==> src/rtl/vga_pmod_pkg.sv <==
// Shared types, palette and TinyVGA bit map for the VGA PMOD output stage.
package vga_pmod_pkg;

  typedef enum logic [1:0] {SEARCH, CHECK, LOCKED} lock_state_t;

  typedef struct packed {
    logic [1:0] r;
    logic [1:0] g;
    logic [1:0] b;
  } rgb222_t;

  // Hue wheel: red, yellow, green, cyan, blue, magenta
  localparam rgb222_t PALETTE [6] = '{
    '{2'd3, 2'd0, 2'd0},
    '{2'd3, 2'd3, 2'd0},
    '{2'd0, 2'd3, 2'd0},
    '{2'd0, 2'd3, 2'd3},
    '{2'd0, 2'd0, 2'd3},
    '{2'd3, 2'd0, 2'd3}
  };

  localparam int UO_HS = 7;
  localparam int UO_B0 = 6;
  localparam int UO_G0 = 5;
  localparam int UO_R0 = 4;
  localparam int UO_VS = 3;
  localparam int UO_B1 = 2;
  localparam int UO_G1 = 1;
  localparam int UO_R1 = 0;

  function automatic rgb222_t halve(rgb222_t c);
    rgb222_t h;
    h.r = c.r >> 1;
    h.g = c.g >> 1;
    h.b = c.b >> 1;
    return h;
  endfunction

  function automatic logic [7:0] pack_uo(logic hs, logic vs, rgb222_t c);
    logic [7:0] u;
    u        = '0;
    u[UO_HS] = hs;
    u[UO_B0] = c.b[0];
    u[UO_G0] = c.g[0];
    u[UO_R0] = c.r[0];
    u[UO_VS] = vs;
    u[UO_B1] = c.b[1];
    u[UO_G1] = c.g[1];
    u[UO_R1] = c.r[1];
    return u;
  endfunction

endpackage

==> src/rtl/vga_pmod_if.sv <==
// Renderer-to-PMOD bus: syncs and pixel in, TinyVGA byte and status out.
interface vga_pmod_if;
  logic       hsync_in;
  logic       vsync_in;
  logic       pix_in;
  logic [7:0] uo_out;
  logic       frame_tick;
  logic       locked;

  modport master (output hsync_in, vsync_in, pix_in,
                  input  uo_out, frame_tick, locked);
  modport slave  (input  hsync_in, vsync_in, pix_in,
                  output uo_out, frame_tick, locked);
endinterface

==> src/rtl/vga_pmod_sync_lock_monitor.sv <==
// Sync edge detect, line/frame counters and lock FSM. With VGA_SCANLINE_EN
// the line-counter parity is exported for scanline dimming.
module sync_lock_monitor
  import vga_pmod_pkg::*;
#(
  parameter int H_TOTAL = 800,
  parameter int V_TOTAL = 525
) (
  input  logic clk,
  input  logic rst,
  input  logic hsync,
  input  logic vsync,
  output logic vs_fall,
  output logic frame_tick,
`ifdef VGA_SCANLINE_EN
  output logic line_odd,
`endif
  output logic locked
);

  logic        hs_prev, vs_prev, hs_fall;
  logic [10:0] hcnt;
  logic [9:0]  vcnt;
  logic        h_ok, v_ok;
  lock_state_t state;

  assign hs_fall = hs_prev & ~hsync;
  assign vs_fall = vs_prev & ~vsync;
  assign h_ok    = (hcnt == 11'(H_TOTAL - 1));
  assign v_ok    = (vcnt == 10'(V_TOTAL));
`ifdef VGA_SCANLINE_EN
  assign line_odd = vcnt[0];
`endif

  always_ff @(posedge clk or posedge rst) begin
    if (rst) begin
      hs_prev    <= 1'b1;
      vs_prev    <= 1'b1;
      hcnt       <= '0;
      vcnt       <= '0;
      state      <= SEARCH;
      locked     <= 1'b0;
      frame_tick <= 1'b0;
    end else begin
      hs_prev    <= hsync;
      vs_prev    <= vsync;
      frame_tick <= vs_fall;

      if (hs_fall)               hcnt <= '0;
      else if (hcnt != 11'h7FF)  hcnt <= hcnt + 11'd1;

      // A line that starts on the same clock as the frame counts as line 1
      if (vs_fall)                        vcnt <= {9'd0, hs_fall};
      else if (hs_fall && vcnt != 10'h3FF) vcnt <= vcnt + 10'd1;

      // locked tracks the next state so it moves on the clock after the edge
      case (state)
        SEARCH: if (vs_fall) state <= CHECK;
        default: begin
          if ((hs_fall && !h_ok) || (vs_fall && !v_ok)) begin
            state  <= SEARCH;
            locked <= 1'b0;
          end else if (vs_fall) begin
            state  <= LOCKED;
            locked <= 1'b1;
          end
        end
      endcase
    end
  end

endmodule

==> src/rtl/vga_pmod_out.sv <==
// VGA PMOD output stage: pixel realign, hue cycling palette, TinyVGA byte.
// Optional VGA_SCANLINE_EN halves colour on odd counted lines.
module vga_pmod_out
  import vga_pmod_pkg::*;
#(
  parameter int H_TOTAL      = 800,
  parameter int V_TOTAL      = 525,
  parameter int PIX_DELAY    = 1,
  parameter int CYCLE_FRAMES = 60
) (
  input logic       clk,
  input logic       rst,
  vga_pmod_if.slave bus
);

  localparam int FC_W = (CYCLE_FRAMES > 1) ? $clog2(CYCLE_FRAMES) : 1;

  logic            vs_fall, pix_d;
  logic [2:0]      hue;
  logic [FC_W-1:0] fcnt;
  rgb222_t         colour;
`ifdef VGA_SCANLINE_EN
  logic            line_odd;
`endif

  sync_lock_monitor #(.H_TOTAL(H_TOTAL), .V_TOTAL(V_TOTAL)) u_mon (
    .clk        (clk),
    .rst        (rst),
    .hsync      (bus.hsync_in),
    .vsync      (bus.vsync_in),
    .vs_fall    (vs_fall),
    .frame_tick (bus.frame_tick),
`ifdef VGA_SCANLINE_EN
    .line_odd   (line_odd),
`endif
    .locked     (bus.locked)
  );

  // Renderer pixel leads its registered syncs; delay it back into line
  if (PIX_DELAY == 0) begin : g_nodly
    assign pix_d = bus.pix_in;
  end else begin : g_dly
    logic [PIX_DELAY-1:0] sr;
    always_ff @(posedge clk or posedge rst) begin
      if (rst) sr <= '0;
      else     sr <= (sr << 1) | PIX_DELAY'(bus.pix_in);
    end
    assign pix_d = sr[PIX_DELAY-1];
  end

  always_comb begin
    colour = '0;
    if (pix_d && bus.locked) colour = PALETTE[hue];
`ifdef VGA_SCANLINE_EN
    if (line_odd) colour = halve(colour);
`endif
  end

  // Hue only advances on frames seen while locked; lock loss just freezes it
  always_ff @(posedge clk or posedge rst) begin
    if (rst) begin
      hue        <= 3'd0;
      fcnt       <= '0;
      bus.uo_out <= 8'h88;
    end else begin
      if (vs_fall && bus.locked) begin
        if (fcnt == FC_W'(CYCLE_FRAMES - 1)) begin
          fcnt <= '0;
          hue  <= (hue == 3'd5) ? 3'd0 : hue + 3'd1;
        end else begin
          fcnt <= fcnt + FC_W'(1);
        end
      end
      bus.uo_out <= pack_uo(bus.hsync_in, bus.vsync_in, colour);
    end
  end

endmodule

==> src/flat_wrapper.sv <==
// flat-port wrapper written by rule: the top's interface ports become plain ports
module vga_pmod_out_flat import vga_pmod_pkg::*;
#(
  parameter int H_TOTAL      = 800,
  parameter int V_TOTAL      = 525,
  parameter int PIX_DELAY    = 1,
  parameter int CYCLE_FRAMES = 60
)
  (clk, rst, bus_hsync_in, bus_vsync_in, bus_pix_in, bus_uo_out, bus_frame_tick, bus_locked);
  vga_pmod_if bus_i ();
  input logic clk;
  input logic rst;
  input wire logic [$bits(bus_i.hsync_in)-1:0] bus_hsync_in;
  input wire logic [$bits(bus_i.vsync_in)-1:0] bus_vsync_in;
  input wire logic [$bits(bus_i.pix_in)-1:0] bus_pix_in;
  output wire logic [$bits(bus_i.uo_out)-1:0] bus_uo_out;
  output wire logic [$bits(bus_i.frame_tick)-1:0] bus_frame_tick;
  output wire logic [$bits(bus_i.locked)-1:0] bus_locked;
  assign bus_i.hsync_in = bus_hsync_in;
  assign bus_i.vsync_in = bus_vsync_in;
  assign bus_i.pix_in = bus_pix_in;
  assign bus_uo_out = bus_i.uo_out;
  assign bus_frame_tick = bus_i.frame_tick;
  assign bus_locked = bus_i.locked;
  vga_pmod_out #(.H_TOTAL(H_TOTAL), .V_TOTAL(V_TOTAL), .PIX_DELAY(PIX_DELAY), .CYCLE_FRAMES(CYCLE_FRAMES)) u_core (.clk(clk), .rst(rst), .bus(bus_i));
endmodule
==> config.mk <==
export PLATFORM = sky130hd
export DESIGN_NAME = vga_pmod_out_flat
export DESIGN_NICKNAME = d
export VERILOG_FILES = /design/src/rtl/vga_pmod_pkg.sv /design/src/rtl/vga_pmod_if.sv /design/src/rtl/vga_pmod_sync_lock_monitor.sv /design/src/rtl/vga_pmod_out.sv /design/src/flat_wrapper.sv
export SDC_FILE = /design/constraint.sdc
export NUM_CORES = 1
export LEC_CHECK = 0
export CAP_MARGIN = 15
export CORE_ASPECT_RATIO = 0.75
export CORE_MARGIN = 5
export CORE_UTILIZATION = 45
export DETAILED_ROUTE_END_ITERATION = 10
export HOLD_SLACK_MARGIN = 0.08
export PLACE_DENSITY = 0.75
export SKIP_LAST_GASP = 1
export SYNTH_ARGS = -nofsm -noshare
export SYNTH_HDL_FRONTEND = slang
export SYNTH_SLANG_ARGS = --single-unit
==> constraint.sdc <==
create_clock -name clk -period 1.6 [get_ports clk]
set_clock_uncertainty 0.2 [all_clocks]
set_input_delay 0.32 -clock clk [delete_from_list [all_inputs] [get_ports clk]]
set_output_delay 0.32 -clock clk [all_outputs]
set_load 0.005 [all_outputs]
==> results of run 1 <==
## logic make-up after synthesis
kind of cell,after synthesis,share of synthesized area
compound gates,48,0.148
xor+xnor,6,0.0261
fa+ha+maj,5,0.0310
buf+inv,15,0.0385
flops,40,0.498
mux,3,0.0180
simple gates,86,0.241
## what timing repair did
item                                    CTS  global route
resized for setup                        40            45
endpoints found under the setup margin   35            33
endpoints found under the hold margin     0             0
pin swaps                                26            23
buffers inserted                         10            12
## layout by cell type (no fill, tap or decap), drive strengths merged, types with 3 or more instances in the layout
| master | Yosys | final |
|---|---|---|
| a21oi | 13 | 13 |
| a31oi | 3 | 3 |
| and4 | 3 | 3 |
| buf | 7 | 64 |
| clkbuf | 1 | 8 |
| clkdlybuf4s50 | 0 | 3 |
| dfrtp | 38 | 38 |
| dlygate4sd2 | 0 | 8 |
| ha | 5 | 5 |
| inv | 7 | 7 |
| nand2 | 16 | 16 |
| nand3 | 10 | 10 |
| nand4 | 7 | 7 |
| nor2 | 18 | 18 |
| nor3 | 8 | 8 |
| nor4 | 3 | 3 |
| o21ai | 15 | 15 |
| o31a | 3 | 3 |
| o31ai | 3 | 3 |
| or3 | 10 | 10 |
| xor2 | 4 | 4 |
## stage by stage
step / std cells / total power [mW] / setup TNS [ns] / instance area (sq um) / util
final: 338 / 2.45 / -2.65 / 3090 / 0.705
after global routing: 338 / 2.56 / -4.44 / 3090 / 0.705
after CTS: 327 / 2.37 / -1.22 / 2860 / 0.651
after detailed placement: 309 / 1.43 / -6.94 / 2540 / 0.580
after global placement: 309 / 1.42 / -6.22 / 2540 / 0.580
after floorplan: 203 / 1.27 / -0.469 / 2050 / -
## per-layer routing
layer | up-vias | GRT usage | part of all wire
li1 | 892 | - | -
met1 | 896 | 0.245 | 0.45
met2 | 52 | 0.304 | 0.49
met3 | 6 | 0.0373 | 0.054
met4 | 0 | 0.0690 | 0.013
met5 | - | 0 | 0
## power by group through the flow
stage | logic (mW) | clock network (mW) | registers (mW)
final | 0.443 | 0.881 | 1.13
after global routing | 0.487 | 0.937 | 1.13
after CTS | 0.340 | 0.907 | 1.12
after detailed placement | 0.299 | 0 | 1.13
after global placement | 0.288 | 0 | 1.13
after floorplan | 0.129 | 0 | 1.15
## flip-flops by register name, indices dropped and copies added, names as in the netlist
name / flops
u_core.bus.uo_out: 5
u_core.g_dly.sr: 1
u_core.u_mon.frame_tick: 1
u_core.u_mon.hcnt: 11
u_core.u_mon.state: 2
u_core.fcnt: 6
u_core.hue: 3
u_core.u_mon.locked: 1
u_core.u_mon.vcnt: 10
## final timing paths
check / from / end / slack [ns] / depth (start not counted)
max in group asynchronous: rst / u_core.bus.uo_out[7] / 0.77 / 3
min: rst / u_core.bus.uo_out[6] / 0.17 / 3
min in group clk: bus_hsync_in / u_core.bus.uo_out[7] / 0.24 / 2
max reg2reg: u_core.u_mon.hcnt[0] / u_core.u_mon.hcnt[7] / -0.25 / 7
min reg2reg: u_core.hue[2] / u_core.bus.uo_out[5] / 0.33 / 1
max: u_core.u_mon.hcnt[0] / u_core.u_mon.hcnt[7] / -0.25 / 7
## cell type report
type,count,area (sq um)
clock buffer,6,82.6
clock inverter,2,38.8
fill,310,1300
inverter,7,28.8
multi-input combinational,148,1180
sequential,40,1010
tap,57,71.3
timing repair buffer,78,678
## worst min-delay path, stage by stage
cell and delay (ns):
clkdlybuf4s50_1 0.39, inv_1 0.09, buf_12 0.24
==> impl_metrics.py, run 1 <==
metrics = {
    "place": {
        "preCtsSetupSlack_ns": -0.437,
        "numPortBuffers": 14,
        "place.gp.congestion": 0.804,
        "dp_hpwl_microns": 3090,
    },
    "sta": {
        "fin_crit_sh": 1.16,
        "setup_violations": 25,
        "tightest_slew_ns": 0.288,
        "fmax_mhz": 541,
        "rsz0062_at_grt": "yes",
        "holdWs_ns": 0.167,
        "fin_crit_ns": 1.85,
        "slew_viol_final": 0,
        "hold_viol_final": 0,
        "worst_slack_ns": -0.248,
        "slew-limit-headroom": 0.806,
    },
    "global_route": {
        "grt_max_degree": 41,
        "first_global_vias": 1809,
        "grt_first_pass_wirelength_microns": 8490,
        "overflow": 0,
        "antenna_found_initial": 0,
        "grt_use_total": 0.186,
    },
    "layout": {
        "drive_above_1_share": 0.463,
        "fin_nets": 290,
        "antenna-diode-count": 0,
        "syn2layout_area_growth_pct": 53.4,
    },
    "logic_synthesis": {
        "ys_ff_latch": 40,
        "synth_area_per_cell_sq_um": 9.93,
        "synth_fp_nets": 213,
        "yosys.area.top_type": "dfrtp_1",
        "syn_inst": 203,
        "async_reset_ff_frac": 1.00,
        "ys_top_cells_by_count": "dfrtp_1, nor2_1, nand2_1, o21ai_0, a21oi_1",
        "yosys_warnings": 0,
        "synth_flop_cell": "dfrtp_1",
        "synthMostInstantiatedCell": "dfrtp_1",
        "synth_area_sq_um": 2020,
        "synth_top_area_share": 0.472,
        "synth_area_leaders": "dfrtp_1, o21ai_0, nor2_1, a21oi_1, ha_1",
        "seq_area_frac_synth": 0.498,
        "yosysUniqueCellTypes": 46,
        "synth-edff-count": 0,
    },
    "cts": {
        "cts.sinks": 40,
        "cts_hold_buffers": 0,
        "cts_max_path_buffers": 2,
        "cts_made_buffers": 5,
        "cts_tree": "built",
        "clk_latency_ns": 0.30,
        "clk_pin_slew_ns": 0.08,
        "cts-root-buf": "clkbuf_8",
        "htreeDepth": 2,
    },
    "critical_path": {
        "critPathArrivalTime_ns": 1.87,
        "path_cells": "ha_4 > nand4_1 > nor3_2 > buf_4 > buf_6 > o21ai_0 > a21oi_2",
        "critPathSlowestCell": "dfrtp_1",
        "required_ns": 1.62,
        "crit_type": "reg -> reg",
        "critPathMaxStageDelay_ns": 0.42,
        "setup.worst_path.start_class": "flop",
        "critPathCaptureType": "flop",
        "cp_top_family": "flip-flops",
        "path_buf_inv": 2,
        "crit_fanout": 4,
    },
    "detailed_routing": {
        "drc": 0,
        "vias": 1846,
        "wl_per_cell_microns": 15.8,
        "dr.pass1.iters": 4,
        "wirelength_microns": 5330,
        "via_per_inst": 5.46,
        "ant_nets": 0,
        "drtIter0Drc": 59,
    },
    "floorplanning": {
        "die-area_sq_um": 5930,
        "die_h_microns": 68.0,
        "row_count": 21,
        "core_sq_um": 4390,
        "start_util": 0.459,
        "dieWidth_microns": 87.3,
        "ioPinCount": 15,
    },
    "power": {
        "p_sw_uw": 613,
        "pwr-share-seq": 0.460,
        "peakVddDrop_v": 0.000547,
        "internal_power_mw": 1.84,
        "power.static_leakage_nw": 1.43,
        "clockPowerShare": 0.359,
        "power.share.combinational": 0.181,
        "powerDensity_nw_per_um2": 792,
        "p_sw_frac": 0.250,
    },
    "run": {
        "drv_cap": 0,
    },
    "run_status": {
        "status": "complete, but fails checks",
        "violations": "setup timing",
    },
    "worst_hold_path": {
        "hp-class": "in -> async",
    },
}
Note: power is estimated with default switching activity, not from simulation.
==> run 2: changes to the inputs <==
Settings changed: SKIP_LAST_GASP 1 to not set.
Clock period 1.6 ns to 1.7 ns, I/O delays scaled along.
==> run 2 against run 1 <==
  * The flow still finishes with violations (setup timing)
  * Worst setup slack better by 0.21 ns
  * Register-to-register slack better by 0.21 ns
  * Via count down 3.9%
  * Sequential power down 6%
  * First-iteration DRC count up 81%
  * Combinational power down 37%
  * Maximum frequency up 6.3%
  * Final cell count down 5.0%
  * Total power down 20%
  * Routed wire length down 14%
==> impl_metrics.py, run 2 (synthesized netlist as in run 1, its figures left out) <==
metrics = {
    "run_status": {
        "status": "complete, but fails checks",
        "violations": "setup timing",
    },
    "worst_hold_path": {
        "min_path_cells": 1,
        "hp-class": "in -> reg",
    },
    "sta": {
        "holdWs_ns": 0.125,
        "tightest_slew_ns": 0.317,
        "slew-limit-headroom": 0.786,
        "hold_viol_final": 0,
        "fin_crit_sh": 1.02,
        "fin_crit_ns": 1.74,
        "worst_slack_ns": -0.0380,
        "rsz0062_at_grt": "yes",
        "fmax_mhz": 575,
        "slew_viol_final": 0,
        "setup_violations": 2,
        "tns_ns": -0.0512,
    },
    "critical_path": {
        "path_depth": 6,
        "reg2reg_setup_slack_ns": -0.04,
        "critPathArrivalTime_ns": 1.77,
        "required_ns": 1.73,
        "setup.worst_path.start_class": "flop",
        "crit_type": "reg -> reg",
        "crit_fanout": 3,
        "path_buf_inv": 1,
        "reg2regPathDepth": 6,
        "path_cells": "ha_2 > nand4_1 > buf_4 > nor3_4 > or3_1 > a21oi_2",
        "critPathSlowestCell": "dfrtp_1",
        "critPathCaptureType": "flop",
        "cp_top_family": "simple AND/OR/NAND/NOR gates",
        "critPathMaxStageDelay_ns": 0.38,
    },
    "cts": {
        "cts_hold_buffers": 0,
        "clk_pin_slew_ns": 0.07,
        "cts_tree": "built",
        "cts.sinks": 40,
        "cts-root-buf": "clkbuf_8",
        "cts_max_path_buffers": 2,
        "htreeDepth": 2,
        "clk_latency_ns": 0.30,
        "cts_made_buffers": 5,
    },
    "global_route": {
        "first_global_vias": 1586,
        "grt_max_degree": 41,
        "grt_use_total": 0.156,
        "grt_first_pass_wirelength_microns": 7110,
        "overflow": 0,
        "antenna_found_initial": 0,
    },
    "layout": {
        "drive_above_1_share": 0.341,
        "fin_nets": 273,
        "final_common_cell": "buf_4",
        "antenna-diode-count": 0,
        "nFillCells": 330,
        "fin_cells": 321,
        "syn2layout_area_growth_pct": 36.4,
        "largest_reg_flops": 11,
        "largestRegisters": "u_core.u_mon.hcnt x11, u_core.u_mon.vcnt x10, u_core.fcnt x6",
        "largest-register": "u_core.u_mon.hcnt",
        "post-route-cell-area_sq_um": 2750,
        "final_cell_mix": "buf_4, dfrtp_1, nor2_1",
    },
    "place": {
        "dpl-instance-area_sq_um": 2430,
        "dp_cells": 296,
        "dp_hpwl_microns": 2890,
        "numPortBuffers": 14,
        "place.gp.congestion": 0.775,
    },
    "detailed_routing": {
        "dr.pass1.iters": 4,
        "wirelength_microns": 4590,
        "via_per_inst": 5.53,
        "drc": 0,
        "ant_nets": 0,
        "drtIter0Drc": 107,
        "vias": 1774,
        "wl_per_cell_microns": 14.3,
    },
    "power": {
        "p_sw_uw": 521,
        "power.static_leakage_nw": 1.31,
        "p_sw_frac": 0.266,
        "powerDensity_nw_per_um2": 711,
        "peakVddDrop_v": 0.000446,
        "clockPowerShare": 0.316,
        "power.share.combinational": 0.143,
        "pwr-share-seq": 0.541,
        "internal_power_mw": 1.43,
        "power_mw": 1.96,
    },
    "floorplanning": {
        "core_sq_um": 4390,
        "start_util": 0.459,
        "die-area_sq_um": 5930,
        "die_h_microns": 68.0,
        "ioPinCount": 15,
        "row_count": 21,
        "dieWidth_microns": 87.3,
    },
    "run": {
        "drv_cap": 0,
    },
}
-- run 2: power by group through the flow --
| stage | Sequential (mW) | Combinational (mW) | Clock, mW |
|---|---|---|---|
| final | 1.06 | 0.279 | 0.618 |
| after global routing | 1.07 | 0.315 | 0.663 |
| after detailed placement | 1.07 | 0.233 | 0 |
| after floorplan | 1.08 | 0.118 | 0 |
| after CTS | 1.06 | 0.251 | 0.632 |
| after global placement | 1.07 | 0.223 | 0 |
-- run 2: layer usage --
| layer | wire length, microns | GRT usage |
|---|---|---|
| met1 | 2080 | 0.204 |
| met3 | 219 | 0.0349 |
| met5 | 0 | 0 |
| met4 | 96 | 0.0862 |
| met2 | 2200 | 0.242 |
-- run 2: timing repair --
action	in CTS	in global routing
resized for setup	9	31
setup endpoints to repair	15	26
gates cloned	0	1
buffers inserted	6	10
pin swaps	6	19
-- run 2: worst reg2reg max path: cells and delay by family, from the launching register on --
kind                       cells  cell delay, ns
adders and majority gates      1            0.19
AOI/OAI and AO/OA              1            0.12
buffers and inverters          1            0.18
and+or+nand+nor                3            0.60
DFF                            1            0.38
-- run 2: metrics by stage --
step | utilization | setup slack, ns
global placement | 0.553 | -0.314
global route | 0.627 | -0.116
finish | 0.627 | -0.0380
detailed placement | 0.553 | -0.355
CTS | 0.584 | -0.0217
floorplan | - | -0.0599
-- run 2: layout make-up --
| cell class | instances | area, sq um | area share |
|---|---|---|---|
| clock inverters | 2 | 12.5 | 0.00455 |
| flip-flops and latches | 40 | 1010 | 0.366 |
| multi-input cells | 148 | 1040 | 0.380 |
| repair buffers | 61 | 517 | 0.188 |
| inverters | 7 | 26.3 | 0.00955 |
| well taps | 57 | 71.3 | 0.0259 |
| clock buffers | 6 | 72.6 | 0.0264 |
-- run 2: final timing paths --
check	start	to
worst max-delay path	u_core.u_mon.vcnt[1]	u_core.u_mon.vcnt[3]
worst min-delay path	bus_hsync_in	u_core.bus.uo_out[7]
worst max register to register	u_core.u_mon.vcnt[1]	u_core.u_mon.vcnt[3]
worst min register to register	u_core.g_dly.sr	u_core.bus.uo_out[6]
max in group asynchronous	rst	u_core.bus.uo_out[7]
min in group asynchronous	rst	u_core.u_mon.hcnt[4]
==> run 3: changes to the inputs <==
Settings changed: CORE_UTILIZATION 45 to 31, PLACE_DENSITY 0.75 to 0.58.
==> run 3 against run 2 <==
  * Sequential power barely moved
  * The run still ends with setup timing left
  * Routed wire length fell by 1.2%
  * Final cell count up 6.5%
  * Via count shrank 2.5%
  * Global-route usage down 4.6 points
  * Die area grew 39%
  * Core utilization down 18 points
  * Largest cell class unchanged
==> impl_metrics.py, run 3 (synthesized netlist as in run 1, its figures left out) <==
metrics = {
    "cts": {
        "htreeDepth": 2,
        "clk_latency_ns": 0.29,
        "cts.sinks": 40,
        "cts_made_buffers": 5,
        "cts_max_path_buffers": 2,
        "cts_tree": "built",
        "clk_pin_slew_ns": 0.08,
        "cts-root-buf": "clkbuf_8",
    },
    "detailed_routing": {
        "via_per_inst": 5.06,
        "dr.pass1.iters": 4,
        "vias": 1729,
        "wl_per_cell_microns": 13.3,
        "drtIter0Drc": 74,
        "wirelength_microns": 4540,
        "drc": 0,
        "ant_nets": 0,
    },
    "place": {
        "preCtsSetupSlack_ns": -0.335,
        "dp_hpwl_microns": 3030,
        "place.gp.congestion": 0.806,
        "numPortBuffers": 14,
    },
    "critical_path": {
        "critPathMaxStageDelay_ns": 0.55,
        "cp_top_family": "simple AND/OR/NAND/NOR gates",
        "setup.worst_path.start_class": "flop",
        "crit_fanout": 4,
        "required_ns": 1.72,
        "critPathSlowestCell": "dfstp_2",
        "critPathArrivalTime_ns": 1.73,
        "path_buf_inv": 0,
        "crit_type": "reg -> reg",
        "path_cells": "and3b_1 > nand4_1 > or3_4 > a21oi_2",
        "critPathCaptureType": "flop",
    },
    "global_route": {
        "first_global_vias": 1583,
        "antenna_found_initial": 0,
        "grt_max_degree": 41,
        "overflow": 0,
        "grt_use_total": 0.110,
        "grt_first_pass_wirelength_microns": 7170,
    },
    "sta": {
        "tns_ns": -0.0110,
        "slew-limit-headroom": 0.755,
        "hold_viol_final": 0,
        "tightest_slew_ns": 0.362,
        "rsz0062_at_grt": "yes",
        "setup_violations": 1,
        "fin_crit_sh": 1.01,
        "worst_slack_ns": -0.0110,
        "fin_crit_ns": 1.71,
        "slew_viol_final": 0,
        "holdWs_ns": 0.196,
        "fmax_mhz": 584,
    },
    "power": {
        "powerDensity_nw_per_um2": 754,
        "clockPowerShare": 0.368,
        "peakVddDrop_v": 0.000454,
        "p_sw_uw": 530,
        "pwr-share-seq": 0.504,
        "power_mw": 2.11,
        "p_sw_frac": 0.251,
        "power.share.combinational": 0.128,
        "internal_power_mw": 1.58,
        "power.static_leakage_nw": 1.33,
    },
    "layout": {
        "final_common_cell": "buf_4",
        "fin_nets": 270,
        "final_cell_mix": "buf_4, dfrtp_1, nor2_1",
        "nFillCells": 613,
        "syn2layout_area_growth_pct": 38.8,
        "largest-register": "u_core.u_mon.hcnt",
        "antenna-diode-count": 0,
        "finalCoreUtilization": 0.443,
        "drive_above_1_share": 0.330,
        "largestRegisters": "u_core.u_mon.hcnt x11, u_core.u_mon.vcnt x10, u_core.fcnt x6",
        "largest_reg_flops": 11,
    },
    "floorplanning": {
        "die_h_microns": 79.8,
        "ioPinCount": 15,
        "row_count": 25,
        "start_util": 0.319,
        "die-area_sq_um": 8230,
        "core_sq_um": 6320,
        "dieWidth_microns": 103,
    },
    "run_status": {
        "violations": "setup timing",
        "status": "complete, but fails checks",
    },
    "worst_hold_path": {
        "hp-class": "in -> async",
    },
    "run": {
        "drv_cap": 0,
    },
}
run 3: cell count changes in the layout (fill, tap and decap cells not counted), moves of 2 or more:
| cell | before | now |
|---|---|---|
| nand2_1 | 13 | 15 |
| ha_2 | 3 | 1 |
| buf_6 | 3 | 0 |
| buf_4 | 42 | 40 |
| nand2_2 | 3 | 1 |
| dlymetal6s2s_1 | 4 | 7 |
| dlygate4sd2_1 | 6 | 2 |
run 3: power groups by stage:
stage	clock network (mW)	logic (mW)	registers, mW
3_3_place_gp	0	0.232	1.07
4_1_cts	0.797	0.236	1.06
6_report	0.776	0.271	1.06
5_1_grt	0.850	0.307	1.07
3_5_place_dp	0	0.237	1.07
2_1_floorplan	0	0.118	1.08
run 3: per-stage QoR:
step,instances,area (sq um)
4_1_cts,329,2580
3_3_place_gp,318,2440
5_1_grt,342,2800
6_report,342,2800
2_1_floorplan,203,2030
3_5_place_dp,318,2440
run 3: final timing paths:
kind / cells past startpoint / startpoint / endpoint / slack (ns)
max in group asynchronous: 3 / rst / u_core.bus.uo_out[7] / 0.84
max reg2reg: 4 / u_core.bus.uo_out[7] / u_core.u_mon.vcnt[6] / -0.01
min in group clk: 1 / bus_pix_in / u_core.g_dly.sr / 0.28
max: 4 / u_core.bus.uo_out[7] / u_core.u_mon.vcnt[6] / -0.01
min: 3 / rst / u_core.fcnt[3] / 0.20
min reg2reg: 1 / u_core.fcnt[4] / u_core.fcnt[4] / 0.33
run 3: cell type report:
class                   count  area, sq um  share of cell area
multi-input cells         148         1050               0.376
flip-flops and latches     40         1010               0.360
repair buffers             57          490               0.175
well taps                  81          101              0.0362
clock buffers               5         68.8              0.0246
clock inverters             3         42.5              0.0152
inverters                   7         30.0              0.0107
repair inverters            1         5.00             0.00179
run 3: worst register-to-register path, delay by kind of cell, from the launching register on:
kind / cells / cell delay (ns)
simple gates: 3 / 0.79
flops: 1 / 0.55
compound gates: 1 / 0.11
run 3: per-layer routing:
layer	routed length, microns	track usage	up-vias	share of wire
met5	0	0	-	0
met4	51	0.0388	0	0.011
met3	156	0.0245	4	0.034
met2	1980	0.160	31	0.44
met1	2350	0.158	838	0.52
li1	-	-	856	-
run 3: what timing repair did:
item,in CTS,in global routing
setup buffers,3,10
hold buffers,0,1
cloned,0,2
endpoints found under the hold margin,0,1
pin swaps,3,21
gates resized for setup,5,33
endpoints found under the setup margin,11,27
